[config.mk]
export PLATFORM = sky130hd
export DESIGN_NAME = evo_add_gene_stream
export DESIGN_NICKNAME = d
export VERILOG_FILES = /design/src/rtl/evo_add_gene_stream.sv
export SDC_FILE = /design/constraint.sdc
export NUM_CORES = 1
export LEC_CHECK = 0
export ABC_AREA = 1
export CELL_PAD_IN_SITES_DETAIL_PLACEMENT = 1
export CELL_PAD_IN_SITES_GLOBAL_PLACEMENT = 2
export CORE_MARGIN = 1.5
export CORE_UTILIZATION = 30
export DETAILED_ROUTE_END_ITERATION = 6
export MAX_ROUTING_LAYER = met4
export PLACE_DENSITY = 0.89
export SYNTH_ARGS = -nofsm -noshare
export SYNTH_HDL_FRONTEND = slang
export SYNTH_SLANG_ARGS = --single-unit
[constraint.sdc]
create_clock -name clk_i -period 16.4 [get_ports clk_i]
set_input_delay 4.92 -clock clk_i [delete_from_list [all_inputs] [get_ports clk_i]]
set_output_delay 4.92 -clock clk_i [all_outputs]
set_load 0.01 [all_outputs]
[src/rtl/evo_add_gene_stream.sv]
`default_nettype none
// ============================================================================
// Module      : evo_add_gene_stream
// Description : Streaming add-node / add-connection mutation engine with a
//               3-entry output buffer. Optional stats: EVO_ADD_GENE_STATS_EN.
// Revision    : 1.0
// ============================================================================
module evo_add_gene_stream #(
    parameter int              ID_W       = 8,
    parameter int              WT_W       = 32,
    parameter int              GENE_W     = 64,
    parameter int              THR_W      = 32,
    parameter logic [WT_W-1:0] DEF_WEIGHT = 32'hC0C0C0C0,
    parameter int              ID_INIT    = 5
) (
    input  logic                clk_i,
    input  logic                reset_ni,
    input  logic [GENE_W-1:0]   in_gene_i,
    input  logic                in_valid_i,
    output logic                in_ready_o,
    input  logic [2*THR_W-1:0]  rand_i,
    input  logic [THR_W-1:0]    cfg_node_thr_i,
    input  logic [THR_W-1:0]    cfg_conn_thr_i,
    output logic [GENE_W-1:0]   out_gene_o,
    output logic                out_valid_o,
    input  logic                out_ready_i,
    output logic                id_ovf_o
`ifdef EVO_ADD_GENE_STATS_EN
    ,
    output logic [15:0]         nodes_added_o,
    output logic [15:0]         conns_added_o
`endif
);

    localparam int GID_LSB  = GENE_W - ID_W;
    localparam int TYPE_BIT = GID_LSB - 1;
    localparam int ATTR_LSB = GID_LSB - 3;
    localparam int SRC_LSB  = WT_W + ID_W;
    localparam int DST_LSB  = WT_W;
    localparam logic [ID_W-1:0] ID_RST = ID_W'(ID_INIT);
    localparam logic [ID_W-1:0] ID_ONE = ID_W'(1);

    typedef enum logic [0:0] {S_EMPTY = 1'b0, S_DRAIN = 1'b1} state_t;

    state_t              state_q;
    logic [1:0]          count_q;
    logic [GENE_W-1:0]   buf_q [3];
    logic [ID_W-1:0]     next_id_q;
    logic [ID_W-1:0]     prev_id_q;
    logic                prev_valid_q;
    logic                id_ovf_q;
`ifdef EVO_ADD_GENE_STATS_EN
    logic [15:0]         nodes_q;
    logic [15:0]         conns_q;
    assign nodes_added_o = nodes_q;
    assign conns_added_o = conns_q;
`endif

    logic [ID_W-1:0]   w_gid, w_src, w_dst;
    logic              w_type;
    logic [1:0]        w_attr;
    logic [WT_W-1:0]   w_wt;
    logic              w_is_term, w_split_req, w_do_split, w_do_conn;
    logic              w_acc, w_drn;
    logic [GENE_W-1:0] w_gen [3];
    logic [1:0]        w_gen_n;

    assign w_gid  = in_gene_i[GENE_W-1:GID_LSB];
    assign w_type = in_gene_i[TYPE_BIT];
    assign w_attr = in_gene_i[ATTR_LSB+1:ATTR_LSB];
    assign w_src  = in_gene_i[SRC_LSB+ID_W-1:SRC_LSB];
    assign w_dst  = in_gene_i[DST_LSB+ID_W-1:DST_LSB];
    assign w_wt   = in_gene_i[WT_W-1:0];

    assign w_is_term   = &w_gid;
    assign w_split_req = w_type && !w_is_term && (rand_i[THR_W-1:0] > cfg_node_thr_i);
    assign w_do_split  = w_split_req && (next_id_q != '1);
    assign w_do_conn   = !w_type && !w_is_term && prev_valid_q &&
                         (rand_i[2*THR_W-1:THR_W] > cfg_conn_thr_i);

    assign in_ready_o  = reset_ni && ((count_q == 2'd0) || (count_q == 2'd1 && out_ready_i));
    assign w_acc       = in_valid_i && in_ready_o;
    assign w_drn       = out_valid_o && out_ready_i;
    assign out_valid_o = (state_q == S_DRAIN);
    assign out_gene_o  = buf_q[0];
    assign id_ovf_o    = id_ovf_q;

    // Generated genes carry zeroed reserved bits.
    function automatic logic [GENE_W-1:0] mk_gene(
        input logic [ID_W-1:0] gid, input logic typ, input logic [1:0] attr,
        input logic [ID_W-1:0] src, input logic [ID_W-1:0] dst, input logic [WT_W-1:0] wt);
        logic [GENE_W-1:0] g;
        g = '0;
        g[GENE_W-1:GID_LSB]          = gid;
        g[TYPE_BIT]                  = typ;
        g[ATTR_LSB+1:ATTR_LSB]       = attr;
        g[SRC_LSB+ID_W-1:SRC_LSB]    = src;
        g[DST_LSB+ID_W-1:DST_LSB]    = dst;
        g[WT_W-1:0]                  = wt;
        return g;
    endfunction

    always_comb begin
        w_gen[0] = in_gene_i;
        w_gen[1] = '0;
        w_gen[2] = '0;
        w_gen_n  = 2'd1;
        if (w_do_split) begin
            w_gen[0] = mk_gene(w_gid, 1'b1, w_attr, w_src, next_id_q, w_wt);
            w_gen[1] = mk_gene(w_gid, 1'b0, w_attr, next_id_q, '0, DEF_WEIGHT);
            w_gen[2] = mk_gene(w_gid, 1'b1, w_attr, next_id_q, w_dst, DEF_WEIGHT);
            w_gen_n  = 2'd3;
        end else if (w_do_conn) begin
            w_gen[1] = mk_gene(w_gid, 1'b1, 2'b00, w_src, prev_id_q, DEF_WEIGHT);
            w_gen_n  = 2'd2;
        end
    end

    always_ff @(posedge clk_i) begin
        if (!reset_ni) begin
            state_q      <= S_EMPTY;
            count_q      <= 2'd0;
            for (int i = 0; i < 3; i++) buf_q[i] <= '0;
            next_id_q    <= ID_RST;
            prev_id_q    <= '0;
            prev_valid_q <= 1'b0;
            id_ovf_q     <= 1'b0;
`ifdef EVO_ADD_GENE_STATS_EN
            nodes_q      <= '0;
            conns_q      <= '0;
`endif
        end else begin
            case (state_q)
                S_EMPTY: if (w_acc) state_q <= S_DRAIN;
                S_DRAIN: if (!w_acc && w_drn && count_q == 2'd1) state_q <= S_EMPTY;
                default: state_q <= S_EMPTY;
            endcase

            // An accept only happens with the buffer empty or about to be, so
            // the generated genes simply replace its contents.
            if (w_acc) begin
                for (int i = 0; i < 3; i++) buf_q[i] <= w_gen[i];
                count_q <= w_gen_n;
                if (w_is_term) begin
                    next_id_q    <= ID_RST;
                    prev_valid_q <= 1'b0;
                    id_ovf_q     <= 1'b0;
`ifdef EVO_ADD_GENE_STATS_EN
                    nodes_q      <= '0;
                    conns_q      <= '0;
`endif
                end else if (!w_type) begin
                    if (w_src >= next_id_q) next_id_q <= (&w_src) ? w_src : w_src + ID_ONE;
                    prev_id_q    <= w_src;
                    prev_valid_q <= 1'b1;
`ifdef EVO_ADD_GENE_STATS_EN
                    if (w_do_conn && conns_q != 16'hFFFF) conns_q <= conns_q + 16'd1;
`endif
                end else if (w_do_split) begin
                    next_id_q <= next_id_q + ID_ONE;
`ifdef EVO_ADD_GENE_STATS_EN
                    if (nodes_q != 16'hFFFF) nodes_q <= nodes_q + 16'd1;
`endif
                end else if (w_split_req) begin
                    id_ovf_q <= 1'b1;
                end
            end else if (w_drn) begin
                buf_q[0] <= buf_q[1];
                buf_q[1] <= buf_q[2];
                buf_q[2] <= '0;
                count_q  <= count_q - 2'd1;
            end
        end
    end

endmodule
`default_nettype wire

== Word level (Yosys, flattened, before mapping) ==
Memories as Yosys holds them, arrays and structs flattened.
Index checks and enable logic that the tools add are counted.
Widths: inputs -> output; s select.
Cells by class
  bitwise logic cells: 9
  $add $sub $neg: 3
  reduce and logical (&&, ||, !) cells: 27
  equality and inequality tests: 5
  $lt $le $gt $ge: 3
  mux-type cells: 35
Operator list (number)
  $mux 64: 9
  $gt 32x32->1: 2
  $mux 56: 1
  $mux 8: 5
  $add 8x1->8 const B: 2
  $reduce_and 8->1: 2
  $mux 1: 15
  $logic_and 1x1->1: 12
  $ge 8x8->1: 1
  $mux 2: 4
  $ne 8x8->1 const B: 1
  $or 1x1->1: 6
  $reduce_and 3->1: 2
  $reduce_bool 2->1: 3
  $reduce_and 4->1: 1
  $logic_not 1->1: 3
  $ne 3x1->1 const B: 1
  $not 1->1: 3
  $reduce_bool 3->1: 1
  $eq 2x1->1 const B: 1
  $logic_not 2->1: 1
  $ne 2x1->1 const B: 1
  $ne 2x2->1 const B: 1
  $pmux 1 s2: 1
  other kinds (3): 3
Word-level totals
  register bits after elaboration: 21
  memory bits (writable): 192
  memories kept: 1
  output and inout port bits: 67
  logic and storage cells: 89
Memories
  buf_q: depth 3, width 64, rd ports 3, clocked after Yosys merged registers in 0, wr ports 3, RTL line 47  | logic [GENE_W-1:0] buf_q [3];

== Logic depth before layout (Yosys ltp) ==
  depth in word-level cells: 10
  gate-level depth with buffers: 19
  gate-level depth less buffers: 19

== Worst setup path before layout ==
OpenSTA, ideal clock, no wires.
  kind: input-to-output
  start point: input port out_ready_i
  end point: output port in_ready_o
  stages on the path: 4
  slack: 6.274 ns
  buffers on the path: 0
  data arrival time: 5.206 ns
  data required time: 11.480 ns
  path through: nand2_1 -> inv_1 -> o21ai_1 -> inv_2
On the way
  longest elaborated chain between the ends: 3
RTL lines
  start, declared: RTL line 26  | input logic out_ready_i,
  $logic_and 1x1->1: RTL line 81  | assign in_ready_o = reset_ni && ((count_q == 2'd0) || (count_q == 2'd1 && out_ready_i));
  $logic_or 1x1->1: RTL line 81
  $logic_and 1x1->1: RTL line 81
  end, declared: RTL line 20  | output logic in_ready_o,
No other way between the ends.

== Worst setup path after layout ==
  start point: input port reset_ni
  end point: output port in_ready_o
On the way
  longest elaborated chain between the ends: 1
RTL lines
  start, declared: RTL line 17  | input logic reset_ni,
  $logic_and 1x1->1: RTL line 81
No other way between the ends.

==> results_tabular.tex <==
\begin{tabular}{lr}
\hline
Metric & Value \\
\hline
\multicolumn{2}{l}{\textbf{Critical path}} \\
\quad Max incr delay on CP & 530 ps \\
\quad Cell breakdown of the critical path & clkdlybuf4s50\_1, buf\_4, o21ai\_1, inv\_2, clkdlybuf4s50\_1 \\
\quad Startpoint-to-endpoint class of the critical path & in -> out \\
\quad Worst endpoint data arrival time & about 6400 ps \\
\quad Slowest stage cell, crit path & sky130\_fd\_sc\_hd\_\_clkdlybuf4s50\_1 \\
\quad Type of origin of the critical path & input pin \\
\quad Data required time of the critical path & 11480 ps \\
\quad Top fanout value on the critical path & 23 \\
\quad Buffers \& Inverters on Critical Path & 4 \\
\quad Kind of cell adding the most delay to the critical path & buffers and inverters \\
\quad Cell seen most often among critical-path stages & sky130\_fd\_sc\_hd\_\_clkdlybuf4s50\_1 \\
\quad Category of the worst setup path capture point & output port \\
\multicolumn{2}{l}{\textbf{Die}} \\
\quad Core ar. & $\sim$28000 µm² \\
\quad Die ar. & $\sim$30000 µm² \\
\quad Floorplan die height & between 150 and 200 µm \\
\quad Effective utilization at floorplan & 0.308 \\
\quad Num rows & between 60 and 70 \\
\quad Count of boundary I/O pins & 263 \\
\quad Die W & around 170 µm \\
\multicolumn{2}{l}{\textbf{Run}} \\
\quad Max-capacitance violation count & 0 \\
\multicolumn{2}{l}{\textbf{Placed design}} \\
\quad Global placer's final weighted congestion & 0.843 \\
\quad Port bufs & $\sim$260 \\
\quad Worst slack at placement & slightly above 5000 ps \\
\quad Detailed placer's ending HPWL & between 15 and 20 mm \\
\multicolumn{2}{l}{\textbf{Final layout}} \\
\quad Final antenna diode count & 0 \\
\quad Nets@finish & 1420 \\
\quad Layout cells sized above 1 & 0.0844 \\
\quad Filler cell count in the final layout & 3253 \\
\quad Synthesis-to-finish area growth & 35.9\% \\
\multicolumn{2}{l}{\textbf{Outcome}} \\
\quad Outcome & finished clean \\
\multicolumn{2}{l}{\textbf{Power and ir drop}} \\
\quad Overall power consumption & 1030 µW \\
\quad Worst IR Drop VDD & 0.0000630 V \\
\quad Power density of the placed cells & approximately 90 nW/µm² \\
\quad Leak & $\sim$0.0053 µW \\
\multicolumn{2}{l}{\textbf{Timing}} \\
\quad Setup WS post-layout & 5110 ps \\
\quad RSZ-0062 raised after global routing & false \\
\quad Fin Clk Skew & between 7 and 8 ps \\
\quad Setup violators final & 0 \\
\quad Post-route clock period utilization & 0.688 \\
\quad TNS Setup & 0 ps \\
\quad Final critical delay including setup and external delays & between 10000 and 15000 ps \\
\quad Count of endpoints failing hold in the final timing report & 0 \\
\quad F\_max & between 80 and 90 MHz \\
\quad Max Transition Viols Final & 0 \\
\quad Slew HR & 0.281 \\
\quad Pin slew with the least headroom to its limit & roughly 1100 ps \\
\multicolumn{2}{l}{\textbf{Yosys}} \\
\quad Number of warnings printed during yosys synthesis & 0 \\
\quad Simple-Gate Fraction of Synth Area & 0.167 \\
\quad Post-synthesis compound-gate area fraction & 0.103 \\
\quad Synth Net Count & about 1200 \\
\quad Avg Cell Area, Syn & just over 9 µm² \\
\quad Parity-gate share of the synthesized area counting xor and xnor cells & 0.00710 \\
\quad Post-synthesis cell type count & between 40 and 50 \\
\quad Share of synthesized area spent on multiplexers & 0 \\
\quad Yosys reg bits & 140 \\
\quad Seq/Total Area, Yosys & 0.462 \\
\quad Synthesized netlist cell count & about 950 \\
\quad Async set or reset register ratio after synthesis & 0 \\
\quad Summed instance area of the synthesized netlist & around 8600 µm² \\
\quad Number of flops mapped to enable cells by yosys & around 120 \\
\quad Combinational family with the most area after synthesis & simple AND/OR/NAND/NOR gates \\
\quad Post-synthesis share of cell area spent on full adders, half adders and majority gates & 0.110 \\
\quad Flip-flop cell with the highest count after synthesis & sky130\_fd\_sc\_hd\_\_edfxtp\_1 \\
\multicolumn{2}{l}{\textbf{Clock network}} \\
\quad Maximum level of the CTS H-tree & 4 \\
\quad Maximum number of buffers from clock root to sink & 2 \\
\quad Number of clock sinks seen by CTS & between 100 and 150 \\
\quad Number of setup buffers added after CTS & 0 \\
\quad Clock tree from TritonCTS & done \\
\quad Post\_cts resized & 0 \\
\quad Cell chosen for the clock root & sky130\_fd\_sc\_hd\_\_clkbuf\_16 \\
\quad Total of hold buffers inserted after clock tree synthesis & 0 \\
\quad Clock slew at reported path FFs & about 70 ps \\
\quad Clock buffers created by TritonCTS & 17 \\
\quad Later-pin clock latency in the skew report & $\sim$430 ps \\
\multicolumn{2}{l}{\textbf{Routing}} \\
\quad Routed Antenna Nets & 0 \\
\quad Violation count after the first detailed-route iteration & slightly below 300 \\
\quad Pre-Repair DR Iteration Count & 4 \\
\quad Vias after detailed routing & 6938 \\
\quad Post-route DRC & 0 \\
\quad Total routed wirelength & between 20 and 25 mm \\
\quad Routed length per instance & roughly 16 µm \\
\quad Vias per Instance & between 4 and 5 \\
\multicolumn{2}{l}{\textbf{GRT}} \\
\quad Global-route wire length before repair & approximately 38 mm \\
\quad Global Route Usage Sum & 0.168 \\
\quad Number of antenna violations at the first check in global routing & 1 \\
\quad GRT overflow & 0 \\
\quad Largest net degree at the start of global routing & 87 \\
\quad Vias in the first global route & between 7000 and 8000 \\
\multicolumn{2}{l}{\textbf{Hold path}} \\
\quad Type of the tightest min-delay check & reg -> reg \\
\hline
\end{tabular}
## sequential cells by signal, summed over array words and instances (netlist names)
signal / count
buf_q: 119
next_id_q: 8
prev_id_q: 8
count_q: 2
id_ovf_o: 1
out_valid_o: 1
prev_valid_q: 1
## logic make-up after synthesis
logic type | count (synthesis)
and+or+nand+nor | 316
buffers and inverters | 265
AOI/OAI and AO/OA | 143
DFF | 140
adders and majority gates | 76
xor gates and xnor gates | 7
## where the power goes
group	leakage, µW	switching [µW]	internal [µW]
logic	0.00356	102	107
clock network	0.000280	177	202
registers	0.00145	13.5	430
## worst min-delay path: stages, from the launching register on
cell and delay, ps:
sky130_fd_sc_hd__dfxtp_1 310, sky130_fd_sc_hd__inv_1 50, sky130_fd_sc_hd__a21oi_1 50
## final cells by class
type                       instances  area (µm²)  share of cell area
clock inverter                    15         144              0.0123
tap                              378         473              0.0403
clock buffer                      17         425              0.0362
sequential                       140        3990               0.340
inverter                         181         696              0.0592
timing repair buffer             266        2650               0.226
multi-input combinational        542        3360               0.286
## cell usage after synthesis, drive strengths merged, types with 2 or more instances
cell type	n	area share
a21oi	51	0.030
buf	79	0.068
nor2	86	0.040
nand2	184	0.087
nand3	23	0.018
o21ai	62	0.039
nand4	14	0.013
xor2	6	0.0061
clkbuf	5	0.0022
a31oi	5	0.0036
o21a	2	0.0017
o211ai	17	0.022
dfxtp	21	0.049
inv	180	0.078
nor3	5	0.0059
ha	76	0.11
edfxtp	119	0.41
## per-stage QoR
step,hold slack [ps],cells,utilization,area (µm²)
after CTS,450,1539,0.418,11700
after floorplan,425,947,-,8640
after global routing,474,1539,0.418,11700
after global placement,438,1507,0.398,11200
after detailed placement,441,1507,0.398,11200
final,446,1539,0.418,11700
## cell usage in the layout, fill, tap and decap left out, drive strengths merged, types with 2 or more instances in the layout
master / count
nor2: 86
o21ai: 62
clkinv: 3
clkdlybuf4s50: 262
xor2: 6
dfxtp: 21
clkbuf: 17
nand3: 23
ha: 76
o211ai: 17
edfxtp: 119
nor3: 5
inv: 191
o21a: 2
nand4: 14
buf: 4
a31oi: 5
a21oi: 51
nand2: 184
## path summary, 6_finish.rpt
| check | start | end | slack, ps | cells past startpoint |
|---|---|---|---|---|
| worst max-delay path | reset_ni | in_ready_o | 5110 | 5 |
| worst min register to register | id_ovf_o | id_ovf_o | 450 | 2 |
| worst max register to register | count_q[1] | buf_q[0][162] | 13340 | 10 |
| worst min-delay path | id_ovf_o | id_ovf_o | 450 | 2 |
## routing by layer
| metal | part of all wire | GRT usage | up-vias |
|---|---|---|---|
| li1 | - | - | 3440 |
| met1 | 0.41 | 0.183 | 3295 |
| met2 | 0.53 | 0.307 | 161 |
| met3 | 0.037 | 0.0328 | 42 |
| met4 | 0.022 | 0.0547 | 0 |
| met5 | 0 | - | - |
No activity file was read; power rests on OpenSTA's default activity.
